## config.mk

```make
export PLATFORM = sky130hd
export DESIGN_NAME = vga_timing_gen_flat
export DESIGN_NICKNAME = d
export VERILOG_FILES = /design/src/rtl/vga_timing_gen_if.sv /design/src/rtl/vga_timing_gen.sv /design/src/flat_wrapper.sv
export SDC_FILE = /design/constraint.sdc
export NUM_CORES = 1
export LEC_CHECK = 0
export ABC_AREA = 1
export BUFFER_PORTS_ARGS = -buffer_cell sky130_fd_sc_hd__buf_4
export CAP_MARGIN = 10
export CORE_MARGIN = 2
export CORE_UTILIZATION = 50
export DETAILED_ROUTE_END_ITERATION = 10
export GPL_TIMING_DRIVEN = 0
export PLACE_DENSITY = 0.78
export SYNTH_ARGS = -nofsm -noshare
export SYNTH_HDL_FRONTEND = slang
export SYNTH_SLANG_ARGS = --single-unit
export TNS_END_PERCENT = 5
```

## constraint.sdc

```tcl
create_clock -name clk_50 -period 2.2 [get_ports clk_50]
set_input_delay 0.33 -clock clk_50 [delete_from_list [all_inputs] [get_ports clk_50]]
set_output_delay 0.33 -clock clk_50 [all_outputs]
set_load 0.02 [all_outputs]
```

## src/rtl/vga_timing_gen_if.sv

```systemverilog
// Raster timing bundle: run enable from the consumer, pixel strobe, counters
// and sync/blank/fetch flags from the generator.
interface vga_timing_gen_if #(
    parameter int unsigned CW = 11
);
    logic          enable;
    logic          pix_en;
    logic [CW-1:0] h_count;
    logic [CW-1:0] v_count;
    logic          hs;
    logic          vs;
    logic          bright;
    logic          read;
    logic          line_start;
    logic          frame_start;

    modport master (
        input  enable,
        output pix_en, h_count, v_count, hs, vs, bright, read, line_start, frame_start
    );

    modport slave (
        output enable,
        input  pix_en, h_count, v_count, hs, vs, bright, read, line_start, frame_start
    );
endinterface

```

## src/rtl/vga_timing_gen.sv

```systemverilog
// VGA raster timing generator: pixel-rate divider, h/v position counters and
// registered sync/blank/fetch decode taken from the next-state counters.
module vga_timing_gen #(
    parameter int unsigned H_ACTIVE  = 640,
    parameter int unsigned H_FP      = 16,
    parameter int unsigned H_SYNC    = 96,
    parameter int unsigned H_BP      = 48,
    parameter int unsigned V_ACTIVE  = 480,
    parameter int unsigned V_FP      = 10,
    parameter int unsigned V_SYNC    = 2,
    parameter int unsigned V_BP      = 33,
    parameter bit          HS_POL    = 1'b0,
    parameter bit          VS_POL    = 1'b0,
    parameter int unsigned CLK_DIV   = 2,
    parameter int unsigned READ_LEAD = 1,
    parameter int unsigned CW        = 11
) (
    input  logic             clk_50,
    input  logic             reset_n,
    vga_timing_gen_if.master vga
);
    localparam int unsigned H_TOTAL = H_ACTIVE + H_FP + H_SYNC + H_BP;
    localparam int unsigned V_TOTAL = V_ACTIVE + V_FP + V_SYNC + V_BP;
    localparam int unsigned CW1     = CW + 1;
    localparam int unsigned DW      = (CLK_DIV > 1) ? $clog2(CLK_DIV) : 1;

    localparam logic [DW-1:0]  DIV_LAST = DW'(CLK_DIV - 1);
    localparam logic [CW-1:0]  H_LAST   = CW'(H_TOTAL - 1);
    localparam logic [CW-1:0]  V_LAST   = CW'(V_TOTAL - 1);
    localparam logic [CW1-1:0] H_ACT_X  = CW1'(H_ACTIVE);
    localparam logic [CW1-1:0] V_ACT_X  = CW1'(V_ACTIVE);
    localparam logic [CW1-1:0] H_TOT_X  = CW1'(H_TOTAL);
    localparam logic [CW1-1:0] HS_BEG_X = CW1'(H_ACTIVE + H_FP);
    localparam logic [CW1-1:0] HS_END_X = CW1'(H_ACTIVE + H_FP + H_SYNC);
    localparam logic [CW1-1:0] VS_BEG_X = CW1'(V_ACTIVE + V_FP);
    localparam logic [CW1-1:0] VS_END_X = CW1'(V_ACTIVE + V_FP + V_SYNC);
    localparam logic [CW1-1:0] LEAD_X   = CW1'(READ_LEAD);

    logic [DW-1:0]  div_q;
    logic [DW-1:0]  div_nxt;
    logic [CW-1:0]  h_q;
    logic [CW-1:0]  v_q;
    logic [CW-1:0]  h_nxt;
    logic [CW-1:0]  v_nxt;
    logic           adv;
    logic           h_wrap;
    logic           v_wrap;

    logic [CW1-1:0] hx;
    logic [CW1-1:0] vx;
    logic [CW1-1:0] h_lead_raw;
    logic [CW1-1:0] h_lead;
    logic [CW-1:0]  v_lead;
    logic           lead_wrap;
    logic           hs_nxt;
    logic           vs_nxt;
    logic           bright_nxt;
    logic           read_nxt;

    logic           pix_en_q;
    logic           hs_q;
    logic           vs_q;
    logic           bright_q;
    logic           read_q;
    logic           line_start_q;
    logic           frame_start_q;

    // Divider parks on its last value until the strobe for it has been issued,
    // so a pixel is never skipped after reset or a pause.
    always_comb begin
        adv     = vga.enable && pix_en_q;
        div_nxt = div_q;
        if (vga.enable) begin
            if (div_q != DIV_LAST) begin
                div_nxt = div_q + DW'(1);
            end else if (pix_en_q) begin
                div_nxt = '0;
            end
        end
    end

    // Position counters step once per pixel strobe.
    always_comb begin
        h_nxt  = h_q;
        v_nxt  = v_q;
        h_wrap = 1'b0;
        v_wrap = 1'b0;
        if (adv) begin
            if (h_q == H_LAST) begin
                h_nxt  = '0;
                h_wrap = 1'b1;
                if (v_q == V_LAST) begin
                    v_nxt  = '0;
                    v_wrap = 1'b1;
                end else begin
                    v_nxt = v_q + CW'(1);
                end
            end else begin
                h_nxt = h_q + CW'(1);
            end
        end
    end

    // Sync and blank decode from the position the counters are about to take.
    always_comb begin
        hx         = {1'b0, h_nxt};
        vx         = {1'b0, v_nxt};
        bright_nxt = (hx < H_ACT_X) && (vx < V_ACT_X);
        hs_nxt     = ((hx >= HS_BEG_X) && (hx < HS_END_X)) ? HS_POL : ~HS_POL;
        vs_nxt     = ((vx >= VS_BEG_X) && (vx < VS_END_X)) ? VS_POL : ~VS_POL;
    end

    // Fetch request looks READ_LEAD pixels ahead, rolling into the next line.
    always_comb begin
        h_lead_raw = hx + LEAD_X;
        lead_wrap  = (h_lead_raw >= H_TOT_X);
        h_lead     = lead_wrap ? (h_lead_raw - H_TOT_X) : h_lead_raw;
        v_lead     = v_nxt;
        if (lead_wrap) begin
            v_lead = (v_nxt == V_LAST) ? '0 : (v_nxt + CW'(1));
        end
        read_nxt = (h_lead < H_ACT_X) && ({1'b0, v_lead} < V_ACT_X);
    end

    always_ff @(posedge clk_50 or negedge reset_n) begin
        if (!reset_n) begin
            div_q         <= '0;
            h_q           <= '0;
            v_q           <= '0;
            pix_en_q      <= 1'b0;
            hs_q          <= ~HS_POL;
            vs_q          <= ~VS_POL;
            bright_q      <= 1'b0;
            read_q        <= 1'b0;
            line_start_q  <= 1'b0;
            frame_start_q <= 1'b0;
        end else if (vga.enable) begin
            div_q         <= div_nxt;
            h_q           <= h_nxt;
            v_q           <= v_nxt;
            pix_en_q      <= (div_nxt == DIV_LAST);
            hs_q          <= hs_nxt;
            vs_q          <= vs_nxt;
            bright_q      <= bright_nxt;
            read_q        <= read_nxt;
            line_start_q  <= h_wrap;
            frame_start_q <= h_wrap && v_wrap;
        end else begin
            pix_en_q      <= 1'b0;
            line_start_q  <= 1'b0;
            frame_start_q <= 1'b0;
        end
    end

    assign vga.pix_en      = pix_en_q;
    assign vga.h_count     = h_q;
    assign vga.v_count     = v_q;
    assign vga.hs          = hs_q;
    assign vga.vs          = vs_q;
    assign vga.bright      = bright_q;
    assign vga.read        = read_q;
    assign vga.line_start  = line_start_q;
    assign vga.frame_start = frame_start_q;

endmodule

```

## src/flat_wrapper.sv

```systemverilog
// flat-port wrapper written by rule: the top's interface ports become plain ports
module vga_timing_gen_flat 
#(
    parameter int unsigned H_ACTIVE  = 640,
    parameter int unsigned H_FP      = 16,
    parameter int unsigned H_SYNC    = 96,
    parameter int unsigned H_BP      = 48,
    parameter int unsigned V_ACTIVE  = 480,
    parameter int unsigned V_FP      = 10,
    parameter int unsigned V_SYNC    = 2,
    parameter int unsigned V_BP      = 33,
    parameter bit          HS_POL    = 1'b0,
    parameter bit          VS_POL    = 1'b0,
    parameter int unsigned CLK_DIV   = 2,
    parameter int unsigned READ_LEAD = 1,
    parameter int unsigned CW        = 11
)
  (clk_50, reset_n, vga_enable, vga_pix_en, vga_h_count, vga_v_count, vga_hs, vga_vs, vga_bright, vga_read, vga_line_start, vga_frame_start);
  vga_timing_gen_if #(.CW(CW)) vga_i ();
  input  logic clk_50;
  input  logic reset_n;
  input wire logic [$bits(vga_i.enable)-1:0] vga_enable;
  output wire logic [$bits(vga_i.pix_en)-1:0] vga_pix_en;
  output wire logic [$bits(vga_i.h_count)-1:0] vga_h_count;
  output wire logic [$bits(vga_i.v_count)-1:0] vga_v_count;
  output wire logic [$bits(vga_i.hs)-1:0] vga_hs;
  output wire logic [$bits(vga_i.vs)-1:0] vga_vs;
  output wire logic [$bits(vga_i.bright)-1:0] vga_bright;
  output wire logic [$bits(vga_i.read)-1:0] vga_read;
  output wire logic [$bits(vga_i.line_start)-1:0] vga_line_start;
  output wire logic [$bits(vga_i.frame_start)-1:0] vga_frame_start;
  assign vga_i.enable = vga_enable;
  assign vga_pix_en = vga_i.pix_en;
  assign vga_h_count = vga_i.h_count;
  assign vga_v_count = vga_i.v_count;
  assign vga_hs = vga_i.hs;
  assign vga_vs = vga_i.vs;
  assign vga_bright = vga_i.bright;
  assign vga_read = vga_i.read;
  assign vga_line_start = vga_i.line_start;
  assign vga_frame_start = vga_i.frame_start;
  vga_timing_gen #(.H_ACTIVE(H_ACTIVE), .H_FP(H_FP), .H_SYNC(H_SYNC), .H_BP(H_BP), .V_ACTIVE(V_ACTIVE), .V_FP(V_FP), .V_SYNC(V_SYNC), .V_BP(V_BP), .HS_POL(HS_POL), .VS_POL(VS_POL), .CLK_DIV(CLK_DIV), .READ_LEAD(READ_LEAD), .CW(CW)) u_core (.clk_50(clk_50), .reset_n(reset_n), .vga(vga_i));
endmodule
```

==> metrics <==
Worst Clk Skew=0.0120 ns; # diodes=0; crit share post-route=94.5%; Post-Synth XOR/XNOR Area=1.89%; largest net degree at the start of global routing=31; required time of the critical path=between 2 and 2.5 ns; Worst-Margin Slew=between 0.3 and 0.4 ns; Final min period=2.08 ns; Synth top area share=32.1%; DR WL/cell=13.5 microns; sequential fraction of the synthesis area=roughly a third; Max clock buf depth=2; WL final=5710 microns; most frequent cell after synthesis=nand2_1; Final Slew Violations=0; hpwl dp=about 4000 microns; Worst Path Arrival=2.27 ns; GPL Wtd Cong=0.913; Internal=1.11 mW; Residual DRC=0; max frequency=481 MHz; Max Fanout on Critical Path=5; num rows=24; cell repeated most along the worst path=nand2_1; I/O Pins=32; total power=1.81 mW; status=complete, no violations; Worst Setup End Kind=register; Die Area=~4900 sq um; htree depth=2; syn nets=321; Seq pwr share=38.8%; Synth Warn #=0; Clock Pin Slew Worst Setup and Hold Paths=0.08 ns; top cells by count, synth=nand2_1 (86), inv_1 (48), nor2_1 (31); Hold Vio Cnt, Final=0; CP bufs+invs=1; Max stage delay on crit path=0.43 ns; RR Startpoint=u_core.vga.h_count[0]; FFs w/ async S/R, synth=100%; GRT Overall Usage=22.4%; R2R Setup Slk=about 0.12 ns; critical path startpoint category=register; CTS tree=built; layout cell share with drive strength beyond 1=38.3%; multiplexer share of the synthesized area=0%; via count=2,188; leading area contributor after synthesis=dfrtp_1; Vias per Instance=5.17; Num CTS Buffers=5; Die Ht=70.1 microns; # fillers=roughly 360; width of the die=70.1 microns; synthesized area=2180 sq um; Synth Register Bits=30; Post-synth top flop=dfrtp_1; Max-Cap Viols=0; nets@finish=between 300 and 400; CP Launch Point=u_core.vga.h_count[0]; largest family of logic cells by synthesized area=simple AND/OR/NAND/NOR gates; Comb power frac=34.2%; total gr overflow=0; CP Cell Sequence=ha_4 -> inv_1 -> nor2_1 -> nand3b_4 -> nor3_4 -> nand2_1 -> nand2_1 -> nand3_1 -> nor2_2 -> nand2_1 -> nor2_1 -> nand2_1 -> nand2_1 -> nand3_1 -> nand2_1 -> nand2_1; Power Density=between 600 and 700 nW/um^2; clk sink count=30; critical path class=register to register; Synth-to-Final Area Change=32.8%; clk_lat worst skew=0.29 ns; Net Switching=0.696 mW; RSZ-0062 raised after global routing=true; Starting Density=about half; core area=4290 sq um; Final setup viols=0; number of enable flip-flop cells after synthesis=0; setup TNS=0 ns; Synth Instances=315; Max IR drop VDD=0.434 mV; top cells by area, synth=dfrtp_1 (32%), nand2_1 (15%), inv_1 (8.3%); adder-cell share of the synthesized area=roughly 1.7%; vias in the first global route=around 1,900; Clock Power Share=27.0%; post-synthesis simple-gate area fraction=between 40% and 50%; Routed Antenna Nets=0; Port Buffers=30; CP max-delay cell=dfrtp_1; Starting DRT DRC Count=138; hold crit path type=input port to register; number of library cell types mapped by synthesis=32; syn avg cell area=about 6.9 sq um; initial antenna violation count=0; sw frac=between 30% and 40%; Root Driver=clkbuf_8; Rel. slew slack=73.4%; compound-gate portion of the synthesized area=under 10%; Hold Startpoint=vga_enable; drt pass-1 iters=4; critical path's top delay family=simple AND/OR/NAND/NOR gates; first-pass GRT wire length=8750 microns; P_leak=1.46 nW
per-layer routing:
layer / GRT usage, % / vias up / wire, microns
li1: - / 1093 / -
met1: 29.9 / 1022 / 2490
met2: 36.5 / 65 / 2810
met3: 3.17 / 8 / 324
met4: 9.19 / 0 / 82
met5: 0 / - / 0
layout make-up:
type | instances | area [sq um] | area share [%]
timing repair buffer | 48 | 367 | 12.6
clock buffer | 6 | 82.6 | 2.85
tap | 52 | 65.1 | 2.24
sequential | 30 | 764 | 26.4
buffer | 2 | 18.8 | 0.647
clock inverter | 2 | 12.5 | 0.431
multi-input combinational | 222 | 1350 | 46.7
inverter | 61 | 236 | 8.15
worst paths after layout:
check	endpoint	cells after the start
min	u_core.vga.hs	2
min in group asynchronous	u_core.vga.h_count[5]	2
max in group asynchronous	u_core.vga.vs	2
max reg2reg	u_core.vga.read	16
min reg2reg	u_core.vga.pix_en	1
max	u_core.vga.read	16
worst register-to-register path: stages, from the launching register on:
cell and delay [ns]:
dfrtp_1 0.43, ha_4 0.18, inv_1 0.04, nor2_1 0.16
nand3b_4 0.10, nor3_4 0.22, nand2_1 0.08, nand2_1 0.06
nand3_1 0.13, nor2_2 0.12, nand2_1 0.05, nor2_1 0.10
nand2_1 0.06, nand2_1 0.05, nand3_1 0.06, nand2_1 0.06
nand2_1 0.04
through the flow:
step                      area, sq um  hold slack (ns)  instances  setup slack, ns  utilization (%)
after floorplan                  2180           0.0344        315            0.161                -
after global placement           2470            0.287        397          -0.0183             57.6
after detailed placement         2470            0.289        397          -0.0742             57.6
after CTS                        2610            0.278        406           0.0167             60.8
after global routing             2900            0.292        423          -0.0767             67.5
final                            2900            0.279        423            0.122             67.5
power groups by stage:
stage / clock, mW / combinational (mW) / sequential (mW)
6_report: 0.487 / 0.619 / 0.701
5_1_grt: 0.512 / 0.684 / 0.708
4_1_cts: 0.484 / 0.489 / 0.688
3_5_place_dp: 0 / 0.483 / 0.699
3_3_place_gp: 0 / 0.474 / 0.696
2_1_floorplan: 0 / 0.263 / 0.750
layout by cell type (no fill, tap or decap), types with 3 or more instances in the layout:
cell      synthesis  layout
nor2_1           31      27
nor2_4            3      12
o21ai_1           6       7
nand2_2           8      15
inv_2             8      11
nand2_1          86      78
nor3_4            1       4
o21ai_0           7       5
clkinv_2          2       3
nor3_2            5       3
nand3_2           4       7
buf_4             1      47
clkbuf_8          0       6
dfrtp_1          28      19
a21oi_1           5       5
nand4_1          12      12
nor2_2           10       5
inv_1            48      46
nand3_1          24      20
dfrtp_2           0       9
cell families (layout without fill, tap and decap cells):
group | after synthesis | in the layout
buffers and inverters | 63 | 119
AND/OR/NAND/NOR | 192 | 192
flip-flops | 30 | 30
XOR/XNOR | 3 | 3
AO/OA/AOI/OAI | 24 | 24
adder cells (fa/ha/maj) | 3 | 3
what timing repair did:
item	in CTS	in global routing
hold endpoints to repair	28	0
pin swaps	1	20
endpoints found under the setup margin	2	3
hold buffers	1	0
setup buffers	0	17
resized for setup	7	48
Power figures use the tool's default switching activity.
